File: config.mk
export PLATFORM = sky130hd
export DESIGN_NAME = gpio_in_flat
export DESIGN_NICKNAME = d
export VERILOG_FILES = /design/src/rtl/gpio_in_if.sv /design/src/rtl/gpio_in.sv /design/src/flat_wrapper.sv
export SDC_FILE = /design/constraint.sdc
export NUM_CORES = 1
export LEC_CHECK = 0
export ABC_AREA = 1
export BUFFER_PORTS_ARGS = -buffer_cell sky130_fd_sc_hd__buf_2
export CORE_ASPECT_RATIO = 0.5
export CORE_UTILIZATION = 45
export CTS_CLUSTER_DIAMETER = 120
export DETAILED_ROUTE_END_ITERATION = 8
export HOLD_SLACK_MARGIN = 0.05
export SYNTH_ARGS = -nofsm -noshare
export SYNTH_HDL_FRONTEND = slang
export SYNTH_SLANG_ARGS = --single-unit
File: constraint.sdc
create_clock -name clk -period 7.4 [get_ports clk]
set_input_delay 1.48 -clock clk [delete_from_list [all_inputs] [get_ports clk]]
set_output_delay 1.48 -clock clk [all_outputs]
set_load 0.01 [all_outputs]
File: src/rtl/gpio_in_if.sv
// Bus-side signals of the GPIO input peripheral: strobes, acknowledges, address and data.
interface gpio_in_if #(
    parameter int size_addr = 0
) ();
    logic                 read;
    logic                 write;
    logic                 ready_r;
    logic                 ready_w;
    logic [size_addr+1:0] address;
    logic [15:0]          data_in;
    logic [15:0]          data_out;

    modport master (
        output read, write, address, data_in,
        input  ready_r, ready_w, data_out
    );

    modport slave (
        input  read, write, address, data_in,
        output ready_r, ready_w, data_out
    );
endinterface

File: src/rtl/gpio_in.sv
// Synchronized GPIO inputs with sticky W1C edge flags and a maskable registered irq.
// Acks one cycle after each strobe, no wait states; data_out holds the last read until the next read.
module gpio_in #(
    parameter int size_addr   = 0,
    parameter int size        = 1,
    parameter int sync_stages = 2
) (
    input  logic              clk,
    input  logic              reset,
    gpio_in_if.slave          bus,
    input  logic [size*16-1:0] port_in,
    output logic              irq
);
    logic [15:0] sync_q   [size][sync_stages];
    logic [15:0] prev     [size];
    logic [15:0] rise     [size];
    logic [15:0] fall     [size];
    logic [15:0] mask     [size];
    logic [15:0] clr_rise [size];
    logic [15:0] clr_fall [size];
    logic        wr_mask  [size];
    logic [15:0] rd_val;
    logic [15:0] buffer;
    logic [31:0] port_idx;
    logic        irq_next;

    // A single-port build has no index bits at all, so the index is tied off.
    generate
        if (size_addr == 0) begin : g_single
            assign port_idx = '0;
        end else begin : g_multi
            assign port_idx = 32'(bus.address[size_addr+1:2]);
        end
    endgenerate

    always_comb begin
        rd_val   = '0;
        irq_next = 1'b0;
        for (int p = 0; p < size; p++) begin
            clr_rise[p] = '0;
            clr_fall[p] = '0;
            wr_mask[p]  = 1'b0;
            irq_next    = irq_next | (|((rise[p] | fall[p]) & mask[p]));
            if (port_idx == 32'(p)) begin
                if (bus.write) begin
                    case (bus.address[1:0])
                        2'd1:    clr_rise[p] = bus.data_in;
                        2'd2:    clr_fall[p] = bus.data_in;
                        2'd3:    wr_mask[p]  = 1'b1;
                        default: ;
                    endcase
                end
                case (bus.address[1:0])
                    2'd0:    rd_val = sync_q[p][sync_stages-1];
                    2'd1:    rd_val = rise[p];
                    2'd2:    rd_val = fall[p];
                    default: rd_val = mask[p];
                endcase
            end
        end
    end

    always_ff @(posedge clk or posedge reset) begin
        if (reset) begin
            for (int p = 0; p < size; p++) begin
                for (int k = 0; k < sync_stages; k++) begin
                    sync_q[p][k] <= '0;
                end
                prev[p] <= '0;
                rise[p] <= '0;
                fall[p] <= '0;
                mask[p] <= '0;
            end
            buffer      <= '0;
            bus.ready_r <= 1'b0;
            bus.ready_w <= 1'b0;
            irq         <= 1'b0;
        end else begin
            for (int p = 0; p < size; p++) begin
                sync_q[p][0] <= port_in[16*p +: 16];
                for (int k = 1; k < sync_stages; k++) begin
                    sync_q[p][k] <= sync_q[p][k-1];
                end
                prev[p] <= sync_q[p][sync_stages-1];
                // Clear first, then OR the new edge in, so a fresh edge beats a same-cycle W1C.
                rise[p] <= (rise[p] & ~clr_rise[p]) | (sync_q[p][sync_stages-1] & ~prev[p]);
                fall[p] <= (fall[p] & ~clr_fall[p]) | (~sync_q[p][sync_stages-1] & prev[p]);
                if (wr_mask[p]) begin
                    mask[p] <= bus.data_in;
                end
            end
            if (bus.read) begin
                buffer <= rd_val;
            end
            bus.ready_r <= bus.read;
            bus.ready_w <= bus.write;
            irq         <= irq_next;
        end
    end

    assign bus.data_out = buffer;
endmodule
File: src/flat_wrapper.sv
// flat-port wrapper written by rule: the top's interface ports become plain ports
module gpio_in_flat 
#(
    parameter int size_addr   = 0,
    parameter int size        = 1,
    parameter int sync_stages = 2
)
  (clk, reset, port_in, irq, bus_read, bus_write, bus_address, bus_data_in, bus_ready_r, bus_ready_w, bus_data_out);
  gpio_in_if #(.size_addr(size_addr)) bus_i ();
  input  logic clk;
  input  logic reset;
  input  logic [size*16-1:0] port_in;
  output logic irq;
  input wire logic [$bits(bus_i.read)-1:0] bus_read;
  input wire logic [$bits(bus_i.write)-1:0] bus_write;
  input wire logic [$bits(bus_i.address)-1:0] bus_address;
  input wire logic [$bits(bus_i.data_in)-1:0] bus_data_in;
  output wire logic [$bits(bus_i.ready_r)-1:0] bus_ready_r;
  output wire logic [$bits(bus_i.ready_w)-1:0] bus_ready_w;
  output wire logic [$bits(bus_i.data_out)-1:0] bus_data_out;
  assign bus_i.read = bus_read;
  assign bus_i.write = bus_write;
  assign bus_i.address = bus_address;
  assign bus_i.data_in = bus_data_in;
  assign bus_ready_r = bus_i.ready_r;
  assign bus_ready_w = bus_i.ready_w;
  assign bus_data_out = bus_i.data_out;
  gpio_in #(.size_addr(size_addr), .size(size), .sync_stages(sync_stages)) u_core (.clk(clk), .reset(reset), .bus(bus_i), .port_in(port_in), .irq(irq));
endmodule
==> metrics.md, run 1 <==
| Metric | Value |
|---|---|
| Die width | 141 um |
| Synth Cell Area | 4340 um2 |
| Clk root buf | clkbuf_16 |
| Slew at the pin closest to its max-slew limit | 1010 ps |
| Total Wirelength | 9640 um |
| Number of cell rows | 24 |
| RSZ-0062 raised after global routing | false |
| Nets | ~560 |
| Number of global-route vias before repair | 3,204 |
| Vias per cell | 4.96 |
| Synth warnings | 0 |
| CP Max Fanout | 33 |
| Final hold vios | 0 |
| Final Total Pwr | about 1.6 mW |
| Top cell type by total area after synthesis | dfrtp_1 |
| Crit-path cells | buf_2 > nand2_1 > inv_1 > nand2_1 > nand2_1 > nand2_1 |
| CORE AREA | 9040 um2 |
| Chip height | 71.4 um |
| Met2 usage | 31.5% |
| Syn Area/Cell | between 9 and 10 um2 |
| Final std cells w/o fill | 660 |
| Met1 Track Usage GR | 30.8% |
| Worst VDD drop | 0.000169 V |
| CTS Hold Bufs | 0 |
| Period utilization | 41.0% |
| Initial antenna violation count | 0 |
| Starting DRT DRC Count | between 150 and 200 |
| Most frequent cell after synthesis | nand2_1 |
| Setup repair bufs after CTS | 0 |
| Share of cells above drive strength 1 | 17.2% |
| Synth area leaders | dfrtp_1 (66%), nand2_1 (17%), o21ai_0 (7.3%) |
| Slew Viols, Final | 0 |
| Die area | about 10,000 um2 |
| Most used cell, CP | nand2_1 |
| Clk buf depth | 2 |
| Critical Path Source Type | primary input |
| CTS tree | built |
| H-Tree Depth | 4 |
| Yosys reg bits | roughly 120 |
| Final setup viols | 0 |
| PwrDens | 309 nW/um2 |
| Run status | finished clean |
| F_max | approximately 330 MHz |
| Initial Util | 48.0% |
| R2R cell count | 4 |
| CP max stage cell | inv_1 |
| Max-Cap Viols | 0 |
| I/O Buffers | 56 |
| Worst Skew | between 6 and 7 ps |
| Worst Setup Path Type | in2reg |
| Largest net degree at the start of global routing | 69 |
| Ports | 57 |
| Setup TNS | 0 ps |
| Vias post-DR | about 3,300 |
| Worst rel slew slack | between 30 and 40% |
| Syn Inst Count | 457 |
| Remaining antenna violation count | 0 |
| Fillers | between 700 and 800 |
| CTS Buf Count | 17 |
| Grt met3 use | 7.49% |
| CP arrival | 3330 ps |
| Hold path depth | 0 |
| First-pass GRT wire length | 16,200 um |
| EDFF count, synth | 0 |
| Seq/Total Area, Yosys | between 60% and 70% |
| Synthesized net count | 495 |
| Hold WC Path Type | reg2reg |
| Clk sinks | 115 |
| Clk slew on worst S/H paths | 50 ps |
| Delay-heaviest family, CP | simple AND/OR/NAND/NOR gates |
| Levels on crit path | 6 |
| Leakage | around 2.5 nW |
| Setup crit end kind | flop |
| Post-synth top flop | dfrtp_1 |
| Skew-Pair Late Insertion Delay | about 410 ps |
| Post-synth top area share | between 60% and 70% |
| Design Area, Final | around 5300 um2 |
| WL/cell | 14.6 um |
| CP required | 7690 ps |
| Minimum clock period after layout | 3040 ps |
| DRT Pass-1 Iters | 5 |
| Synth async-reset ratio | 100% |
| Distinct cells, synth | 13 |
| Commonest cells in the netlist | nand2_1 (196), dfrtp_1 (115), o21ai_0 (63) |
| Area grow syn2layout | 21.9% |
| Worst path max stage delay | roughly 700 ps |
| Placed Instances | 629 |
| Post-CTS Resized | 0 |
| DR DRC count | 0 |
| RePlAce Congestion | 0.791 |
| GRT Max-Usage Layer | met2 |
| Worst Path Buf+Inv | 2 |
| Grt ovf | 0 |
| DP Area | 4720 um2 |
| ANT cells | 0 |
| DPL Wire Length | 5930 um |
| Tot GR Track Use | 22.0% |
-- metal layers --
layer  up-vias  wire length [um]
met1      1581              4800
met5         -                 0
met2        81              4230
met4         0                87
met3         7               511
li1       1606                 -
-- layout by cell type, fill, tap and decap left out --
master,count
buf_2,56
buf_4,2
bufinv_16,1
clkbuf_1,4
clkbuf_16,17
clkbuf_8,6
clkinv_2,3
dfrtp_1,115
inv_1,19
inv_2,3
inv_4,1
nand2_1,196
nand3_1,21
nand4_1,16
nor2_1,4
nor2_4,2
o21ai_0,63
o21ai_1,1
-- through the flow --
stage          util (%)  setup slack, ps  hold slack (ps)
2_1_floorplan         -             2880              331
3_3_place_gp       52.3             4010              333
3_5_place_dp       52.3             3900              336
4_1_cts            58.5             4320              347
5_1_grt            58.5             4110              350
6_report           58.5             4360              345
-- state kept, by name, summed over array words and instances, names as in the netlist --
name and cells:
u_core.bus.ready_w 1, u_core.prev 16, u_core.irq 1, u_core.bus.data_out 16, u_core.sync_q 32, u_core.mask 16
u_core.bus.ready_r 1, u_core.fall 16, u_core.rise 16
-- worst paths after layout --
check	slack (ps)	start	endpoint
max reg2reg	6200	u_core.fall[15]	u_core.irq
max	4360	bus_address[1]	u_core.mask[10]
min	340	u_core.sync_q[24]	u_core.sync_q[8]
min in group asynchronous	1130	reset	u_core.prev[1]
min reg2reg	340	u_core.sync_q[24]	u_core.sync_q[8]
max in group asynchronous	5030	reset	u_core.sync_q[26]
-- area by class of cell --
cell class              instances  area (um2)  share of cell area (%)
clock buffers                  27         523                    9.88
flip-flops and latches        115        2880                    54.4
clock inverters                 4        45.0                   0.851
inverters                      23        88.8                    1.68
multi-input cells             303        1300                    24.5
well taps                     130         163                    3.07
repair buffers                 58         295                    5.58
-- cells by family after synthesis --
| kind of cell | Yosys count | share of synthesized area, % |
|---|---|---|
| and+or+nand+nor | 239 | 22.5 |
| buffers and inverters | 39 | 3.78 |
| AOI/OAI and AO/OA | 64 | 7.38 |
| DFF | 115 | 66.3 |
-- power breakdown --
group	total [mW]	internal (mW)	switching, mW
sequential	0.721	0.686	0.0350
combinational	0.140	0.0493	0.0908
clock	0.773	0.511	0.262
total	1.63	1.25	0.388
Power figures use the tool's default switching activity.
==> run 2: changes to the inputs <==
==> constraint.sdc (replaced) <==
create_clock -name clk -period 2.88 [get_ports clk]
set_input_delay 0.576 -clock clk [delete_from_list [all_inputs] [get_ports clk]]
set_output_delay 0.576 -clock clk [all_outputs]
set_load 0.01 [all_outputs]
==> run 2 against run 1 <==
  * Routed wire length fell by 1.0%
  * Clock skew rose by 8.8 ps
  * Die area did not move
  * Design area rose by 2.7%
  * Clock-buffer cell count fell by 4
==> metrics.md, run 2 (synthesis results as in run 1) <==
| Metric | Value |
|---|---|
| Met2 usage | 31.7% (was 31.5%) |
| Fillers | 779 (was 791) |
| Post-CTS Resized | 0 (unchanged) |
| Vias per cell | 4.92 (was 4.96) |
| DR DRC count | 0 (unchanged) |
| Ports | 57 (unchanged) |
| Skew-Pair Late Insertion Delay | 420 ps (was 410 ps) |
| I/O Buffers | 56 (unchanged) |
| R2R cell count | 4 (unchanged) |
| ANT cells | 0 (unchanged) |
| CTS tree | built (unchanged) |
| Die area | 10,100 um2 (unchanged) |
| WL/cell | 14.3 um (was 14.6 um) |
| Clk buf depth | 2 (unchanged) |
| Share of cells above drive strength 1 | 18.6% (was 17.2%) |
| Leakage | 2.61 nW (was 2.55 nW) |
| CP arrival | 970 ps (was 3330 ps) |
| CTS Buf Count | 17 (unchanged) |
| Period utilization | a little over half |
| Number of cell rows | 24 (unchanged) |
| Worst Path Buf+Inv | 1 (was 2) |
| Nets | 562 (was 556) |
| Final Total Pwr | 4.46 mW (was 1.63 mW) |
| Tot GR Track Use | 21.5% (was 22.0%) |
| Final core utilization | 60.1% (was 58.5%) |
| Switch share | 23.2% (was 23.7%) |
| RePlAce Congestion | 0.779 (was 0.791) |
| Final setup viols | 0 (unchanged) |
| Chip height | 71.4 um (unchanged) |
| WHS | 213 ps (was 345 ps) |
| Initial Util | 48.0% (unchanged) |
| Remaining antenna violation count | 0 (unchanged) |
| Worst Setup Path Type | reg2out (was in2reg) |
| DPL Wire Length | 6060 um (was 5930 um) |
| Int Power | 3.43 mW (was 1.25 mW) |
| Hold WC Path Type | in2async (was reg2reg) |
| H-Tree Depth | 4 (unchanged) |
| CP Max Fanout | 2 (was 33) |
| Final hold vios | 0 (unchanged) |
| Final setup margin | 1340 ps (was 4360 ps) |
| Run status | finished clean (unchanged) |
| Vias post-DR | 3,282 (was 3,275) |
| FF/Latch Area | 2880 um2 (unchanged) |
| R2r setup slk | 1670 ps (was 6200 ps) |
| CTS Hold Bufs | 0 (unchanged) |
| CP max stage cell | dfrtp_1 (was inv_1) |
| PwrDens | 822 nW/um2 (was 309 nW/um2) |
| Placed Instances | 635 (was 629) |
| Slew Viols, Final | 0 (unchanged) |
| Worst VDD drop | 0.000495 V (was 0.000169 V) |
| RR Startpoint | u_core.fall[15] (unchanged) |
| Slew at the pin closest to its max-slew limit | 647 ps (was 1010 ps) |
| F_max | 649 MHz |
| Setup repair bufs after CTS | 0 (unchanged) |
| Clk root buf | clkbuf_16 (unchanged) |
| RR Endpoint | u_core.irq (unchanged) |
| Grt met3 use | 6.22% (was 7.49%) |
| Max reg flops | 32 (unchanged) |
| Worst rel slew slack | 56.8% (was 32.3%) |
| Worst path max stage delay | 400 ps (was 720 ps) |
| Minimum clock period after layout | 1540 ps |
| Final std cells w/o fill | 667 (was 660) |
| Setup crit end kind | output port (was flop) |
| Grt ovf | 0 (unchanged) |
| RSZ-0062 raised after global routing | false (unchanged) |
| Comb pwr share | 8.3% (was 8.6%) |
| Total Wirelength | 9540 um (was 9640 um) |
| Design Area, Final | 5430 um2 (was 5290 um2) |
| Setup TNS | 0 ps (unchanged) |
| Area occupied by multi-input gates | 1300 um2 (unchanged) |
| Flop pwr share | 41.4% (was 44.1%) |
| Met1 Track Usage GR | 30.1% (was 30.8%) |
| First-pass GRT wire length | 15,800 um (was 16,200 um) |
| Area grow syn2layout | 25.2% (was 21.9%) |
| Initial antenna violation count | 0 (unchanged) |
| Clk sinks | 115 (unchanged) |
| CP required | 2300 ps (was 7690 ps) |
| Crit-path cells | buf_2 (was buf_2 > nand2_1 > inv_1 > nand2_1 > nand2_1 > nand2_1) |
| DP Area | 4790 um2 (was 4720 um2) |
| Worst Skew | 15.1 ps (was 6.28 ps) |
| Commonest non-fill, non-tap cell in the layout | nand2_1 (unchanged) |
| Commonest non-fill, non-tap cells in the layout | nand2_1 (196), dfrtp_1 (115), o21ai_0 (63), buf_2 (56), nand3_1 (21) (unchanged) |
| Starting DRT DRC Count | 254 (was 196) |
| Clock network fraction of design power | 50.3% (was 47.3%) |
| DRT Pass-1 Iters | 5 (unchanged) |
| Critical Path Source Type | flop (was primary input) |
| Largest Register | u_core.sync_q (unchanged) |
| Delay-heaviest family, CP | flip-flops (was simple AND/OR/NAND/NOR gates) |
| Largest net degree at the start of global routing | 56 (was 69) |
| GRT Max-Usage Layer | met2 (unchanged) |
| Psw | 1.03 mW (was 388 uW) |
| DP Worst Slack | 896 ps (was 3900 ps) |
| Max-Cap Viols | 0 (unchanged) |
| Die width | 141 um (unchanged) |
| Clk slew on worst S/H paths | 50 ps (about the same) |
| Number of global-route vias before repair | 3,103 (was 3,204) |
| CORE AREA | 9040 um2 (unchanged) |
run 2: cell count changes in the layout (fill, tap and decap cells not counted), sizes merged:
cell      previous run  this run
bufinv               1         4
buf                 58        64
inv                 23        22
clkinvlp             0         3
clkbuf              27        23
run 2: how the worst max path moves through the flow:
stage	depth (start not counted)	from	slack (ps)	to
6_report	1	u_core.bus.data_out[1]	1340	bus_data_out[1]
5_1_grt	6	bus_address[1]	1170	u_core.mask[13]
4_1_cts	1	u_core.bus.data_out[1]	1320	bus_data_out[1]
3_5_place_dp	6	bus_address[1]	900	u_core.mask[12]
3_3_place_gp	6	bus_address[1]	1010	u_core.mask[2]
2_1_floorplan	1	reset	900	u_core.bus.data_out[0]
run 2: layout make-up:
class / instances / area share, %
tap: 130 / 2.99
inverter: 23 / 1.66
multi-input combinational: 303 / 23.9
timing repair buffer: 64 / 6.73
sequential: 115 / 53.0
clock buffer: 23 / 8.98
clock inverter: 9 / 2.76
run 2: routing by layer:
| metal | vias up | routed length (um) |
|---|---|---|
| met2 | 86 | 4180 |
| met5 | - | 0 |
| met3 | 14 | 514 |
| met1 | 1573 | 4740 |
| li1 | 1609 | - |
| met4 | 0 | 97 |
run 2: worst reg2reg max path, cell delays in order (launching register included):
cell and delay, ps:
dfrtp_1 390, o21ai_0 250, nand3_1 110, nor2_1 190, nand3_1 120
run 2: power groups by stage:
stage / combinational (mW) / sequential, mW / clock [mW]
6_report: 0.370 / 1.85 / 2.24
5_1_grt: 0.427 / 1.87 / 2.36
4_1_cts: 0.375 / 1.85 / 2.29
3_5_place_dp: 0.374 / 1.87 / 0
3_3_place_gp: 0.365 / 1.88 / 0
2_1_floorplan: 0.220 / 1.87 / 0
